[src/rtl/button_conditioner_if.sv]
// Purpose : groups the push-button inputs and the conditioned outputs of button_conditioner.
// Latency : none (wiring only).
// Backpressure : none; the pulses are fire-and-forget and the consumer must sample every mclk.
// Signals:
//   pButton  [3:0] raw buttons: [0] units digit, [1] tens digit, [2] button3, [3] setampm
//   pMode          raw mode button
//   vButton  [3:0] single-mclk press pulses; [2:0] auto-repeat while held
//   clk_mode [1:0] 0 default, 1 set time, 2 set alarm, 3 set date
interface button_conditioner_if;
  logic [3:0] pButton;
  logic       pMode;
  logic [3:0] vButton;
  logic [1:0] clk_mode;

  // master drives the raw buttons and consumes the conditioned outputs
  modport master (
    output pButton,
    output pMode,
    input  vButton,
    input  clk_mode
  );

  // slave is the conditioner itself
  modport slave (
    input  pButton,
    input  pMode,
    output vButton,
    output clk_mode
  );
endinterface

[src/rtl/button_conditioner.sv]
// Purpose : synchronise, debounce and edge-detect 5 raw buttons; auto-repeat on the digit
//           buttons; cycle the 2-bit clk_mode selector on each mode press.
// Latency : clean raw rise to press pulse (and clk_mode step) = DEB_CYCLES+2 mclk edges.
// Backpressure : none; outputs are one-mclk pulses and a level, never held off.
// Ports:
//   mclk   main clock
//   rst    asynchronous active-high reset; clears every flop and forces outputs to 0 at once
//   io_bus slave side of button_conditioner_if (pButton, pMode in; vButton, clk_mode out)
module button_conditioner #(
  parameter int DEB_CYCLES    = 4,
  parameter int REPEAT_DELAY  = 20,
  parameter int REPEAT_PERIOD = 8,
  parameter int CNT_W         = 32
) (
  input  logic                 mclk,
  input  logic                 rst,
  button_conditioner_if.slave  io_bus
);

  // Channel map: [3:0] = pButton[3:0], [4] = pMode.
  localparam int NCH  = 5;
  // Only the three digit channels ([2:0]) auto-repeat.
  localparam int NREP = 3;
  localparam int MODE_CH = 4;

  localparam logic [CNT_W-1:0] DEB_LAST = CNT_W'(DEB_CYCLES - 1);
  localparam bit               REP_EN   = (REPEAT_DELAY != 0);
  // Guarded so a disabled repeat (REPEAT_DELAY=0) does not wrap to all-ones.
  localparam logic [CNT_W-1:0] DLY_LAST = REP_EN ? CNT_W'(REPEAT_DELAY - 1) : '0;
  localparam logic [CNT_W-1:0] PER_LAST = CNT_W'(REPEAT_PERIOD - 1);

  typedef enum logic [1:0] {
    M0 = 2'd0,   // default
    M1 = 2'd1,   // set time
    M2 = 2'd2,   // set alarm
    M3 = 2'd3    // set date
  } mode_t;

  // ---------------------------------------------------------------------------
  // Declarations
  // ---------------------------------------------------------------------------
  logic [NCH-1:0]   w_raw;
  logic [NCH-1:0]   r_s1;
  logic [NCH-1:0]   r_s2;
  logic [NCH-1:0]   r_db;
  logic [NCH-1:0]   r_db_d;
  logic [CNT_W-1:0] r_cnt [NCH];

  logic [NCH-1:0]   w_db_nxt;
  logic [CNT_W-1:0] w_cnt_nxt [NCH];
  logic [NCH-1:0]   w_rise;

  logic [CNT_W-1:0] r_rcnt [NREP];
  logic [NREP-1:0]  r_rphase;          // 0: waiting out REPEAT_DELAY, 1: periodic
  logic [CNT_W-1:0] w_rcnt_nxt [NREP];
  logic [NREP-1:0]  w_rphase_nxt;
  logic [NREP-1:0]  w_rep_pulse;

  logic [3:0]       r_pulse;
  logic [3:0]       w_pulse_nxt;

  mode_t            r_mode;
  mode_t            w_mode_nxt;

  assign w_raw = {io_bus.pMode, io_bus.pButton};

  // ---------------------------------------------------------------------------
  // Debounce next-state: a differing synchronised level must be seen for
  // DEB_CYCLES consecutive edges; any return to the accepted level restarts.
  // ---------------------------------------------------------------------------
  always_comb begin
    for (int i = 0; i < NCH; i++) begin
      w_db_nxt[i]  = r_db[i];
      w_cnt_nxt[i] = '0;
      if (r_s2[i] != r_db[i]) begin
        if (r_cnt[i] == DEB_LAST) begin
          w_db_nxt[i] = r_s2[i];
        end else begin
          w_cnt_nxt[i] = r_cnt[i] + CNT_W'(1);
        end
      end
    end
  end

  // Press event: the accepted level has just turned 0->1. Detecting it one
  // edge after acceptance keeps the pulse a clean registered output.
  assign w_rise = r_db & ~r_db_d;

  // ---------------------------------------------------------------------------
  // Auto-repeat next-state for the digit channels.
  // rcnt restarts on the press edge; the first reload fires REPEAT_DELAY edges
  // after the press pulse, later ones every REPEAT_PERIOD edges. A channel whose
  // accepted level drops (now or on this edge) is cleared and cannot fire.
  // ---------------------------------------------------------------------------
  always_comb begin
    for (int j = 0; j < NREP; j++) begin
      w_rep_pulse[j]  = 1'b0;
      w_rcnt_nxt[j]   = r_rcnt[j];
      w_rphase_nxt[j] = r_rphase[j];
      if (!REP_EN || !r_db[j] || !w_db_nxt[j] || w_rise[j]) begin
        w_rcnt_nxt[j]   = '0;
        w_rphase_nxt[j] = 1'b0;
      end else if (r_rcnt[j] == (r_rphase[j] ? PER_LAST : DLY_LAST)) begin
        w_rep_pulse[j]  = 1'b1;
        w_rcnt_nxt[j]   = '0;
        w_rphase_nxt[j] = 1'b1;
      end else begin
        w_rcnt_nxt[j]   = r_rcnt[j] + CNT_W'(1);
      end
    end
  end

  // setampm (channel 3) gets the press pulse only.
  always_comb begin
    w_pulse_nxt = '0;
    for (int k = 0; k < 4; k++) begin
      w_pulse_nxt[k] = w_rise[k];
    end
    w_pulse_nxt[NREP-1:0] = w_rise[NREP-1:0] | w_rep_pulse;
  end

  // ---------------------------------------------------------------------------
  // Synchroniser, debouncer, edge detect and pulse registers
  // ---------------------------------------------------------------------------
  always_ff @(posedge mclk or posedge rst) begin
    if (rst) begin
      r_s1    <= '0;
      r_s2    <= '0;
      r_db    <= '0;
      r_db_d  <= '0;
      r_pulse <= '0;
      for (int i = 0; i < NCH; i++) begin
        r_cnt[i] <= '0;
      end
    end else begin
      r_s1    <= w_raw;
      r_s2    <= r_s1;
      r_db    <= w_db_nxt;
      r_db_d  <= r_db;
      r_pulse <= w_pulse_nxt;
      for (int i = 0; i < NCH; i++) begin
        r_cnt[i] <= w_cnt_nxt[i];
      end
    end
  end

  always_ff @(posedge mclk or posedge rst) begin
    if (rst) begin
      r_rphase <= '0;
      for (int j = 0; j < NREP; j++) begin
        r_rcnt[j] <= '0;
      end
    end else begin
      r_rphase <= w_rphase_nxt;
      for (int j = 0; j < NREP; j++) begin
        r_rcnt[j] <= w_rcnt_nxt[j];
      end
    end
  end

  // ---------------------------------------------------------------------------
  // Mode FSM: steps on the same edge a mode press pulse would be raised, so a
  // long hold advances exactly once.
  // ---------------------------------------------------------------------------
  always_ff @(posedge mclk or posedge rst) begin
    if (rst) begin
      r_mode <= M0;
    end else begin
      r_mode <= w_mode_nxt;
    end
  end

  always_comb begin
    w_mode_nxt = r_mode;
    if (w_rise[MODE_CH]) begin
      case (r_mode)
        M0:      w_mode_nxt = M1;
        M1:      w_mode_nxt = M2;
        M2:      w_mode_nxt = M3;
        M3:      w_mode_nxt = M0;
        default: w_mode_nxt = M0;
      endcase
    end
  end

  assign io_bus.vButton  = r_pulse;
  assign io_bus.clk_mode = r_mode;

endmodule

[src/flat_wrapper.sv]
// flat-port wrapper written by rule: the top's interface ports become plain ports
module button_conditioner_flat 
#(
  parameter int DEB_CYCLES    = 4,
  parameter int REPEAT_DELAY  = 20,
  parameter int REPEAT_PERIOD = 8,
  parameter int CNT_W         = 32
)
  (mclk, rst, io_bus_pButton, io_bus_pMode, io_bus_vButton, io_bus_clk_mode);
  button_conditioner_if io_bus_i ();
  input  logic mclk;
  input  logic rst;
  input wire logic [$bits(io_bus_i.pButton)-1:0] io_bus_pButton;
  input wire logic [$bits(io_bus_i.pMode)-1:0] io_bus_pMode;
  output wire logic [$bits(io_bus_i.vButton)-1:0] io_bus_vButton;
  output wire logic [$bits(io_bus_i.clk_mode)-1:0] io_bus_clk_mode;
  assign io_bus_i.pButton = io_bus_pButton;
  assign io_bus_i.pMode = io_bus_pMode;
  assign io_bus_vButton = io_bus_i.vButton;
  assign io_bus_clk_mode = io_bus_i.clk_mode;
  button_conditioner #(.DEB_CYCLES(DEB_CYCLES), .REPEAT_DELAY(REPEAT_DELAY), .REPEAT_PERIOD(REPEAT_PERIOD), .CNT_W(CNT_W)) u_core (.mclk(mclk), .rst(rst), .io_bus(io_bus_i));
endmodule
[config.mk]
export PLATFORM = sky130hd
export DESIGN_NAME = button_conditioner_flat
export DESIGN_NICKNAME = d
export VERILOG_FILES = /design/src/rtl/button_conditioner_if.sv /design/src/rtl/button_conditioner.sv /design/src/flat_wrapper.sv
export SDC_FILE = /design/constraint.sdc
export NUM_CORES = 1
export LEC_CHECK = 0
export CAP_MARGIN = 20
export CORE_MARGIN = 2
export CORE_UTILIZATION = 25
export CTS_CLUSTER_DIAMETER = 40
export DETAILED_ROUTE_END_ITERATION = 6
export PLACE_DENSITY = 0.38
export SLEW_MARGIN = 15
export SYNTH_ARGS = -nofsm -noshare
export SYNTH_HDL_FRONTEND = slang
export SYNTH_SLANG_ARGS = --single-unit
[constraint.sdc]
create_clock -name mclk -period 10.4 [get_ports mclk]
set_clock_uncertainty 0.2 [all_clocks]
set_input_delay 1.56 -clock mclk [delete_from_list [all_inputs] [get_ports mclk]]
set_output_delay 1.56 -clock mclk [all_outputs]
set_load 0.05 [all_outputs]
==> results of run 1 <==
[stage by stage]
stage / area [µm²] / cells / util [%] / setup WS, ns
6_report: 17100 / 2267 / 30.9 / 6.75
5_1_grt: 17100 / 2267 / 30.9 / 6.26
4_1_cts: 17100 / 2267 / 30.9 / 6.61
3_5_place_dp: 15000 / 2152 / 27.0 / 5.95
3_3_place_gp: 15000 / 2152 / 27.0 / 5.95
2_1_floorplan: 14000 / 1430 / - / 0.776
[logic make-up (layout without fill, tap and decap cells)]
kind of cell | count (synthesis) | after routing
AND/OR/NAND/NOR | 777 | 777
flip-flops | 285 | 285
XOR/XNOR | 236 | 236
buffers and inverters | 80 | 169
AO/OA/AOI/OAI | 36 | 36
adder cells (fa/ha/maj) | 10 | 10
multiplexers | 6 | 6
[synthesized netlist by cell type, drive strengths merged]
cell type,n
o21ai,11
or3,6
xnor2,99
ha,10
o21ba,2
nand2b,1
o311ai,3
nand3,88
nor3,38
and3,30
xor2,137
nor4b,6
mux2,6
buf,22
or4,1
a311oi,1
a41o,1
nor2,304
nand2,64
a21boi,3
nor4,81
and3b,4
and2,7
nand4,106
dfrtp,285
inv,31
o31a,1
o21a,1
and4,29
nor3b,2
or2,7
o31ai,3
a21oi,10
nand4b,1
clkbuf,27
nor2b,2
[layout by cell type (no fill, tap or decap), types with 6 or more instances in the layout]
cell / synthesis / final
a21oi_1: 10 / 10
and3_1: 30 / 30
and4_1: 28 / 28
buf_4: 9 / 11
bufinv_16: 0 / 9
clkbuf_1: 26 / 7
clkbuf_16: 0 / 61
clkdlybuf4s50_1: 0 / 12
clkinv_2: 0 / 10
clkinvlp_4: 0 / 14
dfrtp_1: 285 / 285
ha_1: 10 / 10
inv_1: 31 / 30
mux2_2: 6 / 6
nand2_1: 64 / 64
nand3_1: 87 / 87
nand4_1: 104 / 104
nor2_1: 304 / 304
nor3_1: 37 / 36
nor4_1: 71 / 71
nor4b_1: 6 / 6
o21ai_0: 6 / 6
or3_1: 6 / 6
xnor2_1: 99 / 99
xor2_1: 137 / 137
[state kept, by name, indices dropped and copies added, names as in the netlist]
register and count:
u_core.r_cnt 160, u_core.r_db 5, u_core.r_db_d 5, u_core.r_rphase 3
u_core.r_s2 5, u_core.r_rcnt 96, u_core.io_bus.vButton 4, u_core.io_bus.clk_mode 2
u_core.r_s1 5
[area by class of cell]
type / count / area (µm²) / share of cell area, %
multi-input combinational: 1065 / 6560 / 38.4
clock buffer: 71 / 1590 / 9.32
tap: 748 / 936 / 5.47
clock inverter: 44 / 547 / 3.20
timing repair buffer: 23 / 203 / 1.19
sequential: 285 / 7130 / 41.7
inverter: 31 / 124 / 0.724
[power by group through the flow]
stage                     registers [mW]  logic [mW]  clock network, mW
after floorplan                     1.27       0.267                  0
after global placement              1.24       0.416                  0
after detailed placement            1.24       0.413                  0
after CTS                           1.23       0.415               2.07
after global routing                1.24       0.455               2.12
final                               1.23       0.397               2.00
[routing by layer]
layer | track usage [%] | vias up
met5 | 0 | -
met4 | 4.45 | 0
met3 | 2.21 | 57
met2 | 17.1 | 106
met1 | 15.0 | 5027
li1 | - | 5076
[final timing paths]
kind | cells after the start | from | slack, ns | endpoint
max in group mclk | 1 | u_core.io_bus.clk_mode[1] | 6.85 | io_bus_clk_mode[1]
min reg2reg | 0 | u_core.r_s1[1] | 0.14 | u_core.r_s2[1]
max | 4 | rst | 6.75 | u_core.r_cnt[30]
min in group asynchronous | 2 | rst | 1.34 | u_core.r_cnt[70]
min | 0 | u_core.r_s1[1] | 0.14 | u_core.r_s2[1]
max reg2reg | 5 | u_core.r_cnt[155] | 7.62 | u_core.r_rcnt[94]
[worst reg2reg max path, cell delays in order, from the launching register on]
cell and delay (ns):
dfrtp_1 0.44, nor4_1 0.34, nand4_1 0.31, o311ai_0 0.52, or2_2 0.62, o21ba_2 0.26
==> impl_metrics.yaml, run 1 <==
route:
  wl_met1_um: 14800
  vias: 10300
  wire_per_inst_um: 13.3
  routed-wl-met2_um: 13600
  drt_iter0_drc: 526
  first_pass_iters: 5
  drt_wl_total_um: 30300
  route.met3.wl_um: 1040
  antenna_left: 0
  highest_layer: "met4"
  drc: 0
  via_per_inst: 4.53
setup_path:
  cp-start-kind: "primary input"
  cpPeakStageDelay_ns: 0.73
  critPathMostFrequentCell: "buf_4"
  worstPathArrival_ns: 4.13
  path_delay_family: "buffers and inverters"
  cp_slowest_cell: "buf_4"
  critPathMaxFanout: 125
  path_buf_inv: 4
  crit_required_ns: 10.88
  crit_chain: "clkdlybuf4s50_1 -> inv_8 -> buf_4 -> buf_4"
  crit_type: "primary input to async pin"
  cp-end-kind: "async pin"
floorplan:
  start_util_pct: 25.4
  core-area_um2: 55300
  row_count: 86
  dieArea_um2: 58000
  die_w_um: 241
  io_pins: 13
  die_h_um: 241
synth:
  synth_fp_nets: 1447
  synth_area_um2: 14000
  yosys.area_share.simple_pct: 28.8
  synth_fa_ha_area_share_pct: 0.892
  synth_area_leader_cell: "dfrtp_1"
  synthMuxAreaShare_pct: 0.482
  avgSynthCellArea_um2: 9.81
  synth-compound-area-share_pct: 1.70
  yosysWarnings: 0
  synth_cell_types: 52
  synth_top_area_share_pct: 50.8
  ys_seq_elements: 285
  synth_top_family_by_area: "simple AND/OR/NAND/NOR gates"
  netlist_instances: 1430
  synth-xor-area-share_pct: 14.7
  synth_area_leaders: "dfrtp_1, xor2_1, nor2_1"
  ys_seq_area_share_pct: 50.8
grt:
  grt_max_degree: 126
  grtUsageTotal_pct: 11.0
  grt_antenna_before_repair: 0
  grt_first_pass_wirelength_um: 53400
  overflow: 0
  grt_pass1_vias: 10500
timing:
  slew_headroom_pct: 32.6
  worst_slew_pin_slew_ns: 1.00
  fmax_mhz: 274
  finalSetupViolCount: 0
  hold_viol_final: 0
  rsz0062_at_grt: "no"
  timing.setup.tns_ns: 0
  whs_ns: 0.145
  report.final.slew_viol_count: 0
  fin_crit_sh_pct: 35.1
  finalCriticalPeriod_ns: 3.65
clocking:
  root_buffer: "clkbuf_16"
  cts_tree: "yes"
  cts_resized: 0
  hold_buffers: 0
  clk_latency_ns: 0.60
  numCtsBuffers: 61
  post_cts_buffers: 0
  cts_buffer_depth: 3
  clkTransAtPathRegs_ns: 0.05
  h-tree-depth: 2
  cts.sinks: 285
layout:
  fin_nets: 1484
  n_antenna_cell: 0
  area_growth_pct: 21.9
  nFillCells: 5801
  drive_above_1_share_pct: 10.3
power_and_ir_drop:
  peakVddDrop_v: 0.000124
  sw_frac_of_total_pct: 28.0
  p_total_mw: 3.62
  p_sw_mw: 1.02
  pwr-share-comb_pct: 11.0
  pwr-share-seq_pct: 33.8
  p_clk_share_pct: 55.2
  powerDensity_nw_per_um2: 212
  p_int_mw: 2.61
  total_leakage_power_nw: 6.90
hold_path:
  hold_class: "register to register"
place:
  place.detailed.hpwl_um: 18500
  port_buffers: 12
  gp_congestion: 0.698
run_status:
  outcome: "finished clean"
job:
  maxCapViolations: 0
Power figures use the tool's default switching activity.
==> run 2: changes to the inputs <==
- PLACE_DENSITY: 0.38 -> 0.39
- clock period: 10.4 -> 3.25 ns (I/O delays scaled with it)
==> impl_metrics.yaml, run 2 (same netlist as run 1, synthesis figures left out) <==
timing:
  fmax_mhz: 378
  finalCriticalPeriod_ns: 2.65
  slew_headroom_pct: 39.2
  rsz0062_at_grt: "no"
  hold_viol_final: 0
  finalSetupViolCount: 0
  timing.setup.tns_ns: 0
  setup_ws_ns: 0.603
  fin_crit_sh_pct: 81.5
  report.final.slew_viol_count: 0
  worst_slew_pin_slew_ns: 0.904
route:
  antenna_left: 0
  drc: 0
  first_pass_iters: 4
  wire_per_inst_um: 13.4
  vias: 10300
  drt_iter0_drc: 556
  drt_wl_total_um: 30500
  via_per_inst: 4.52
layout:
  layout_common_cells: "nor2_1, dfrtp_1, xor2_1"
  n_antenna_cell: 0
  fin_cells: 2283
  final_common_cell: "nor2_1"
  reg.largest.list: "u_core.r_cnt (160), u_core.r_rcnt (96)"
  fin_nets: 1499
  top_register: "u_core.r_cnt"
  area_growth_pct: 24.9
  drive_above_1_share_pct: 11.3
  largest_reg_flops: 160
  fin_util_pct: 31.7
place:
  dp.cells: 2159
  port_buffers: 12
  place.detailed.hpwl_um: 18500
  post-place-ws_ns: 0.573
  gp_congestion: 0.718
floorplan:
  io_pins: 13
  start_util_pct: 25.4
  die_h_um: 241
  row_count: 86
  dieArea_um2: 58000
  core-area_um2: 55300
  die_w_um: 241
setup_path:
  crit_required_ns: 3.47
  crit_chain: "ha_1 -> nor4b_1 -> nand4_1 -> o311ai_1 -> or2_2 -> nor2_1"
  cp-start-kind: "register"
  crit_type: "register to register"
  worstPathArrival_ns: 2.86
  cp_slowest_cell: "or2_2"
  critPathMaxFanout: 32
  cp-end-kind: "register"
  cpPeakStageDelay_ns: 0.60
grt:
  grt_antenna_before_repair: 0
  grt_first_pass_wirelength_um: 53500
  grt_pass1_vias: 10600
  grtUsageTotal_pct: 11.1
  grt_max_degree: 97
  overflow: 0
clocking:
  cts_tree: "yes"
  h-tree-depth: 3
  root_buffer: "clkbuf_16"
  numCtsBuffers: 69
  post_cts_buffers: 0
  hold_buffers: 0
  clk_latency_ns: 0.58
  cts.sinks: 285
  clkTransAtPathRegs_ns: 0.05
  cts_buffer_depth: 3
  cts_resized: 0
power_and_ir_drop:
  powerDensity_nw_per_um2: 709
  peakVddDrop_v: 0.000352
  total_leakage_power_nw: 7.13
job:
  maxCapViolations: 0
hold_path:
  hold_class: "primary input to async pin"
run_status:
  outcome: "finished clean"
run 2: changes by cell type in the layout (fill, tap and decap cells not counted), sizes merged:
cell	previous run	this run
buf	11	18
clkinvlp	14	9
clkbuf	71	95
clkinv	13	10
bufinv	9	8
inv	39	33
run 2: metrics by stage:
step / hold WS [ns] / instance area, µm² / power (mW)
floorplan: 0.131 / 14000 / 4.93
finish: 0.0381 / 17500 / 12.4
global route: 0.0453 / 17500 / 13.0
detailed placement: 0.137 / 15100 / 5.37
CTS: 0.00614 / 17500 / 12.7
global placement: 0.131 / 15100 / 5.37
run 2: layout make-up:
type / instances / area (µm²)
fillers: 5769 / 37800
multi-input cells: 1065 / 6570
clock inverters: 29 / 418
flip-flops and latches: 285 / 7130
well taps: 748 / 936
clock buffers: 95 / 2030
inverters: 31 / 120
repair buffers: 30 / 330
run 2: path summary, 6_finish.rpt:
| kind | from | end | slack, ns | cells after the start |
|---|---|---|---|---|
| max | u_core.r_cnt[96] | u_core.r_rcnt[50] | 0.60 | 6 |
| min | rst | u_core.r_rcnt[5] | 0.04 | 2 |
| max reg2reg | u_core.r_cnt[96] | u_core.r_rcnt[50] | 0.60 | 6 |
| min reg2reg | u_core.r_s1[1] | u_core.r_s2[1] | 0.14 | 0 |
| max in group asynchronous | rst | u_core.r_cnt[18] | 1.97 | 3 |
| min in group mclk | u_core.r_s1[1] | u_core.r_s2[1] | 0.14 | 0 |
run 2: power by group:
part           switching (mW)  internal [mW]  total [mW]
clock network            2.18           4.98        7.16
registers               0.168           3.76        3.93
logic                   0.936          0.404        1.34
total                    3.28           9.14        12.4
run 2: routing by layer:
metal / global-route usage [%] / part of all wire, %
met1: 14.9 / 49
met2: 17.2 / 44
met3: 2.45 / 3.6
met4: 5.22 / 2.7
met5: 0 / 0
run 2: worst max-delay path: cells and delay by family (launching register included):
kind	cells	cell delay [ns]
DFF	1	0.37
adders and majority gates	1	0.24
and+or+nand+nor	4	1.31
AOI/OAI and AO/OA	1	0.37
